### src/rtl/control_pkg.sv
// Shared definitions for the multicycle main control unit: state encoding,
// opcode values, ALU operation codes and the decoded control vector.
package control_pkg;

  // FSM states; FETCH must encode as 0 so reset shows state=0 on the debug port.
  typedef enum logic [3:0] {
    FETCH     = 4'd0,
    DECODE    = 4'd1,
    MEM_ADDR  = 4'd2,
    MEM_READ  = 4'd3,
    MEM_WB    = 4'd4,
    MEM_WRITE = 4'd5,
    R_EXEC    = 4'd6,
    R_WB      = 4'd7,
    BRANCH    = 4'd8,
    JUMP      = 4'd9,
    I_EXEC    = 4'd10,
    I_WB      = 4'd11
  } state_t;

  // Instruction opcodes.
  localparam logic [5:0] OP_RTYPE = 6'b000000;
  localparam logic [5:0] OP_LW    = 6'b100011;
  localparam logic [5:0] OP_SW    = 6'b101011;
  localparam logic [5:0] OP_BEQ   = 6'b000100;
  localparam logic [5:0] OP_J     = 6'b000010;
  localparam logic [5:0] OP_ADDI  = 6'b001000;
  localparam logic [5:0] OP_ANDI  = 6'b001100;
  localparam logic [5:0] OP_ORI   = 6'b001101;

  // ALU operation codes; alu_control decodes the function field on RTYPE
  // and passes every other value straight to the ALU.
  localparam logic [2:0] ALUOP_RTYPE = 3'b111;
  localparam logic [2:0] ALUOP_ADD   = 3'b101;
  localparam logic [2:0] ALUOP_SUB   = 3'b110;
  localparam logic [2:0] ALUOP_AND   = 3'b000;
  localparam logic [2:0] ALUOP_OR    = 3'b001;

  // B-operand and PC source selects.
  localparam logic [1:0] SRC_B_REG   = 2'b00;
  localparam logic [1:0] SRC_B_FOUR  = 2'b01;
  localparam logic [1:0] SRC_B_IMM   = 2'b10;
  localparam logic [1:0] SRC_B_SHIMM = 2'b11;

  localparam logic [1:0] PC_SRC_ALU    = 2'b00;
  localparam logic [1:0] PC_SRC_ALUOUT = 2'b01;
  localparam logic [1:0] PC_SRC_JUMP   = 2'b10;

  // Raw per-state control vector. pc_write / ir_write in FETCH are the
  // unqualified requests; the top gates them with the memory handshake.
  typedef struct packed {
    logic       pc_write;
    logic       pc_write_cond;
    logic       ir_write;
    logic       mem_read;
    logic       mem_write;
    logic       reg_write;
    logic       iord;
    logic       reg_dst;
    logic       mem_to_reg;
    logic       alu_src_a;
    logic [1:0] alu_src_b;
    logic [1:0] pc_source;
    logic [2:0] alu_op;
    logic       illegal_op;
  } ctrl_t;

  // True for every opcode the control unit knows how to sequence.
  function automatic logic is_known_opcode(input logic [5:0] op);
    case (op)
      OP_RTYPE, OP_LW, OP_SW, OP_BEQ, OP_J,
      OP_ADDI, OP_ANDI, OP_ORI: is_known_opcode = 1'b1;
      default:                  is_known_opcode = 1'b0;
    endcase
  endfunction

endpackage

### src/rtl/control_output_decode.sv
// Moore output decode: maps the current state (and the opcode where an
// output depends on it) to the raw datapath control vector.
module control_output_decode
  import control_pkg::*;
(
  input  state_t     state,
  input  logic [5:0] opcode,
  output ctrl_t      ctrl
);

  // Every field defaults to 0 / ALU add, then each state sets what it uses.
  always_comb begin
    ctrl        = '0;
    ctrl.alu_op = ALUOP_ADD;
    case (state)
      FETCH: begin
        ctrl.mem_read  = 1'b1;
        ctrl.iord      = 1'b0;
        ctrl.alu_src_b = SRC_B_FOUR;
        ctrl.pc_source = PC_SRC_ALU;
        ctrl.ir_write  = 1'b1;
        ctrl.pc_write  = 1'b1;
      end
      DECODE: begin
        ctrl.alu_src_b  = SRC_B_SHIMM;
        ctrl.illegal_op = ~is_known_opcode(opcode);
      end
      MEM_ADDR: begin
        ctrl.alu_src_a = 1'b1;
        ctrl.alu_src_b = SRC_B_IMM;
      end
      MEM_READ: begin
        ctrl.mem_read = 1'b1;
        ctrl.iord     = 1'b1;
      end
      MEM_WB: begin
        ctrl.reg_write  = 1'b1;
        ctrl.mem_to_reg = 1'b1;
        ctrl.reg_dst    = 1'b0;
      end
      MEM_WRITE: begin
        ctrl.mem_write = 1'b1;
        ctrl.iord      = 1'b1;
      end
      R_EXEC: begin
        ctrl.alu_src_a = 1'b1;
        ctrl.alu_src_b = SRC_B_REG;
        ctrl.alu_op    = ALUOP_RTYPE;
      end
      R_WB: begin
        ctrl.reg_write = 1'b1;
        ctrl.reg_dst   = 1'b1;
      end
      BRANCH: begin
        ctrl.alu_src_a     = 1'b1;
        ctrl.alu_src_b     = SRC_B_REG;
        ctrl.alu_op        = ALUOP_SUB;
        ctrl.pc_write_cond = 1'b1;
        ctrl.pc_source     = PC_SRC_ALUOUT;
      end
      JUMP: begin
        ctrl.pc_write  = 1'b1;
        ctrl.pc_source = PC_SRC_JUMP;
      end
      I_EXEC: begin
        ctrl.alu_src_a = 1'b1;
        ctrl.alu_src_b = SRC_B_IMM;
        case (opcode)
          OP_ANDI: ctrl.alu_op = ALUOP_AND;
          OP_ORI:  ctrl.alu_op = ALUOP_OR;
          default: ctrl.alu_op = ALUOP_ADD;
        endcase
      end
      I_WB: begin
        ctrl.reg_write  = 1'b1;
        ctrl.reg_dst    = 1'b0;
        ctrl.mem_to_reg = 1'b0;
      end
      default: begin
        ctrl.alu_op = ALUOP_ADD;
      end
    endcase
  end

endmodule

### src/rtl/multicycle_control.sv
// Multicycle main control unit: state register, next-state sequencing,
// PC enable gating and reset forcing around the combinational output decode.
//
// Memory handshake: the FSM holds its memory enable (mem_read or mem_write)
// in FETCH, MEM_READ and MEM_WRITE and the access completes in the first
// cycle where mem_ready=1; the FSM then leaves the state on that clock edge.
// mem_ready has no effect in any other state.
module multicycle_control
  import control_pkg::*;
(
  input  logic       clk,
  input  logic       reset,
  input  logic [5:0] opcode,
  input  logic       zero,
  input  logic       mem_ready,
  output logic [2:0] ALUop,
  output logic       pc_en,
  output logic       ir_write,
  output logic       mem_read,
  output logic       mem_write,
  output logic       reg_write,
  output logic       iord,
  output logic       reg_dst,
  output logic       mem_to_reg,
  output logic       alu_src_a,
  output logic [1:0] alu_src_b,
  output logic [1:0] pc_source,
  output logic       instr_done,
  output logic       illegal_op,
  output logic [3:0] state
);

  state_t state_q;
  state_t state_d;
  ctrl_t  ctrl;
  logic   fetch_ok;
  logic   pc_write;

  control_output_decode u_decode (
    .state  (state_q),
    .opcode (opcode),
    .ctrl   (ctrl)
  );

  // State register; reset returns to FETCH without waiting for a clock.
  always_ff @(posedge clk or posedge reset) begin
    if (reset) state_q <= FETCH;
    else       state_q <= state_d;
  end

  // Next-state sequencing; waits in memory states until mem_ready.
  always_comb begin
    state_d = state_q;
    case (state_q)
      FETCH:     state_d = mem_ready ? DECODE : FETCH;
      DECODE: begin
        case (opcode)
          OP_LW, OP_SW:             state_d = MEM_ADDR;
          OP_RTYPE:                 state_d = R_EXEC;
          OP_BEQ:                   state_d = BRANCH;
          OP_J:                     state_d = JUMP;
          OP_ADDI, OP_ANDI, OP_ORI: state_d = I_EXEC;
          default:                  state_d = FETCH;
        endcase
      end
      MEM_ADDR:  state_d = (opcode == OP_SW) ? MEM_WRITE : MEM_READ;
      MEM_READ:  state_d = mem_ready ? MEM_WB : MEM_READ;
      MEM_WB:    state_d = FETCH;
      MEM_WRITE: state_d = mem_ready ? FETCH : MEM_WRITE;
      R_EXEC:    state_d = R_WB;
      R_WB:      state_d = FETCH;
      BRANCH:    state_d = FETCH;
      JUMP:      state_d = FETCH;
      I_EXEC:    state_d = I_WB;
      I_WB:      state_d = FETCH;
      default:   state_d = FETCH;
    endcase
  end

  // The fetch-time PC and IR writes only take effect on the cycle the
  // instruction word actually arrives; the jump PC write is unconditional.
  assign fetch_ok = (state_q != FETCH) | mem_ready;
  assign pc_write = ctrl.pc_write & fetch_ok;

  // Enables are forced low while reset is held so an aborted instruction
  // cannot write anything; selects simply show their FETCH values.
  assign pc_en      = ~reset & (pc_write | (ctrl.pc_write_cond & zero));
  assign ir_write   = ~reset & ctrl.ir_write & mem_ready;
  assign mem_read   = ~reset & ctrl.mem_read;
  assign mem_write  = ~reset & ctrl.mem_write;
  assign reg_write  = ~reset & ctrl.reg_write;
  assign illegal_op = ~reset & ctrl.illegal_op;

  // Retirement: leaving an execute/writeback/memory state for FETCH.
  // DECODE is excluded so an illegal opcode never counts as retired.
  assign instr_done = ~reset & (state_d == FETCH) &
                      (state_q != FETCH) & (state_q != DECODE);

  assign ALUop      = ctrl.alu_op;
  assign iord       = ctrl.iord;
  assign reg_dst    = ctrl.reg_dst;
  assign mem_to_reg = ctrl.mem_to_reg;
  assign alu_src_a  = ctrl.alu_src_a;
  assign alu_src_b  = ctrl.alu_src_b;
  assign pc_source  = ctrl.pc_source;
  assign state      = state_q;

endmodule

### config.mk
export PLATFORM = sky130hd
export DESIGN_NAME = multicycle_control
export DESIGN_NICKNAME = d
export VERILOG_FILES = /design/src/rtl/control_pkg.sv /design/src/rtl/control_output_decode.sv /design/src/rtl/multicycle_control.sv
export SDC_FILE = /design/constraint.sdc
export NUM_CORES = 1
export LEC_CHECK = 0
export BUFFER_PORTS_ARGS = -buffer_cell sky130_fd_sc_hd__buf_2
export CORE_MARGIN = 2
export CORE_UTILIZATION = 25
export CTS_CLUSTER_SIZE = 25
export DETAILED_ROUTE_END_ITERATION = 7
export MAX_ROUTING_LAYER = met4
export PLACE_DENSITY = 0.56
export REMOVE_ABC_BUFFERS = 1
export SYNTH_ARGS = -nofsm -noshare
export SYNTH_HDL_FRONTEND = slang
export SYNTH_HIERARCHICAL = 1
export SYNTH_SLANG_ARGS = --single-unit
### constraint.sdc
create_clock -name clk -period 5.28 [get_ports clk]
set_clock_uncertainty 0.2 [all_clocks]
set_input_delay 0.528 -clock clk [delete_from_list [all_inputs] [get_ports clk]]
set_output_delay 0.528 -clock clk [all_outputs]
set_load 0.005 [all_outputs]
==> summary.json <==
{
  "outcome": "finished clean",
  "cap_violations": 0,
  "hold_violations": 0,
  "firstDrtPassIters": 4,
  "cp_max_fo": 23,
  "post_synthesis_average_cell_area_um2": 6.646,
  "top_cells_by_area_in_the_synthesized_netlist": "dfrtp_1 14%, nor3_1 7.1%, nor2_1 6.4%",
  "worst_setup_path_startpoint": "state[2]",
  "worst_r2r_startpoint": "state[2]",
  "fin_crit_sh": 0.5517,
  "grt_first_pass_wirelength_um": 3367,
  "synth_seq_area_share": 0.1421,
  "place.gp.congestion": 0.7345,
  "fin_cells": 162,
  "cts_setup_buffers": 0,
  "clk_pin_slew_ps": 40,
  "irDropWorstVdd_mv": 0.1735,
  "numPortBuffers": 31,
  "maximum_level_of_the_cts_h_tree": 1,
  "synth.lib_cells_used.distinct": 39,
  "setup_repair_after_global_routing_missed_its_margin": "no",
  "post_synth_instance_area_um2": 704.4,
  "fillcell_total": 312,
  "ctsRootBufferMaster": "clkbuf_4",
  "largest_reg_flops": 4,
  "placedInstanceArea_um2": 855.8,
  "length_in_cells_of_the_worst_reg_to_reg_path": 3,
  "detail_route.wl_per_cell_um": 12.40,
  "cts_inserted_buffers": 3,
  "globalRouteTotalUtil": 0.1313,
  "worst_setup_path_start_kind": "register",
  "crit_required_ps": 4550,
  "die_y_um": 57.08,
  "cts.repair.resized": 0,
  "post_layout_inst_area_um2": 878.3,
  "numPlacedInstances": 159,
  "antenna_violations_before_repair": 0,
  "diodes": 0,
  "cell_type_with_the_largest_total_area_after_synthesis": "dfrtp_1",
  "grt_overflow_total": 0,
  "core_area_mm2": 0.002710,
  "sum_neg_setup_slack_ps": 0,
  "worst_setup_path_end_kind": "output port",
  "holdBufCountCts": 0,
  "detailedRoute.firstIterationViolations": 22,
  "path_class": "register to output port",
  "max_slew_margin": 0.4716,
  "vias": 859,
  "floorplan.initialDensity": 0.2599,
  "timing.final.ws_setup_ps": 2367,
  "dp.final_hpwl_um": 1459,
  "post_layout_net_count": 143,
  "power.static_leakage_nw": 0.3785,
  "io_pins": 32,
  "drt_drc_violations_left": 0,
  "grt_pass1_vias": 767,
  "timing.fmax_ghz": 0.3433,
  "area_delta_synth_final_pct": 24.69,
  "fp.dieArea_mm2": 0.003258,
  "synthesis.instances": 106,
  "cp_data_arrival_time_ps": 2190,
  "synth-seq-cells": 4,
  "clock_tree_from_tritoncts": "yes",
  "cts.path.max_buffers": 2,
  "clk_latency_ps": 240,
  "post_drt_via_cell_ratio": 5.302,
  "largest_net_degree_at_the_start_of_global_routing": 28,
  "postRouteWirelength_um": 2008,
  "placement.setup.worst_slack_ps": 2607,
  "post-synth-top-area-fraction": 0.1421,
  "final_setup_fails": 0,
  "synthesis.yosys.warnings": 6,
  "drv_slew": 0,
  "cellPowerDensity_mw_per_mm2": 378.5,
  "post_layout_min_period_ps": 2913,
  "worst-slew-pin-transition_ps": 792.6,
  "dieWidth_um": 57.08,
  "drive_gt1_frac": 0.3053,
  "hp-class": "input pin to async pin",
  "postRouteAntennaNets": 0,
  "cts.sinks": 4,
  "fp-row-count": 19
}
==> placed cells by master (no fill, tap or decap), types with 2 or more instances in the layout <==
cell / n
a211o_1: 2
buf_2: 31
o21ai_0: 3
nor4b_1: 2
dfrtp_1: 4
a21oi_1: 8
nand3_1: 2
nor4_1: 3
nor2b_1: 5
nand2_1: 11
o22ai_1: 2
nand4b_1: 2
inv_1: 2
nand2b_1: 5
nor2_1: 12
or2_2: 2
clkbuf_4: 3
nand3b_1: 2
nor3_1: 10
o41ai_1: 2
==> cells by family after synthesis <==
| logic type | Yosys count | synth area share |
|---|---|---|
| AOI/OAI and AO/OA | 24 | 0.2380 |
| xor gates and xnor gates | 2 | 0.02487 |
| adders and majority gates | 1 | 0.01421 |
| buffers and inverters | 11 | 0.07105 |
| DFF | 4 | 0.1421 |
| and+or+nand+nor | 64 | 0.5098 |
==> per-stage QoR <==
stage,util,power (mW),hold WS [ps]
after detailed placement,0.3158,0.2944,305.1
after global routing,0.3241,0.3671,58.12
final,0.3241,0.3325,43.32
after CTS,0.3241,0.3350,48.67
after floorplan,-,0.2161,105.2
after global placement,0.3158,0.2892,286.6
==> critical path, stage by stage (launching register included) <==
cell      delay, ps
dfrtp_1         770
or3b_2          500
a311o_1         340
o311ai_2        100
nor4b_1         100
buf_2           140
==> report_power, final <==
part           internal (mW)  switching, mW  leakage [nW]
registers             0.0390         0.0600        0.0527
logic                  0.108         0.0866         0.312
clock network         0.0255         0.0133        0.0138
total                  0.173          0.160         0.378
==> per-layer routing <==
layer | wire (um) | vias up | global-route usage
met3 | 68 | 3 | 0.006803
li1 | - | 442 | -
met5 | 0 | - | -
met2 | 1021 | 19 | 0.2266
met4 | 22 | 0 | 0.05980
met1 | 896 | 395 | 0.1569
==> cell usage after synthesis, drive strengths merged <==
cell type / count
o41ai: 2
nand2: 11
or3b: 1
o21bai: 1
o2111ai: 1
nand4: 1
or4b: 1
xnor2: 1
nor2: 12
a211o: 2
and3: 1
nor3: 10
nand4b: 2
o311ai: 1
buf: 5
a311o: 1
nand3b: 2
o22ai: 2
nor4: 3
nor3b: 1
nand2b: 6
or3: 1
or2: 2
a31o: 1
nand3: 2
a21oi: 8
o21ai: 3
o21a: 1
and2: 1
maj3: 1
a31oi: 1
xor2: 1
dfrtp: 4
inv: 2
nor4b: 2
clkbuf: 4
nor2b: 5
==> final timing paths <==
| kind | to | slack (ps) |
|---|---|---|
| worst max-delay path | instr_done | 2370 |
| worst min-delay path | state[2] | 40 |
| worst max register to register | state[1] | 3170 |
| worst min register to register | state[3] | 650 |
| max in group asynchronous | state[0] | 4650 |
| min in group clk | state[3] | 520 |
==> area by class of cell <==
cell class	count	area, um2	area share
multi-input combinational	91	554.3	0.6311
inverter	2	7.507	0.008547
timing repair buffer	31	155.1	0.1766
sequential	4	100.1	0.1140
clock buffer	3	22.52	0.02564
tap	31	38.79	0.04416
Power figures use the tool's default switching activity.
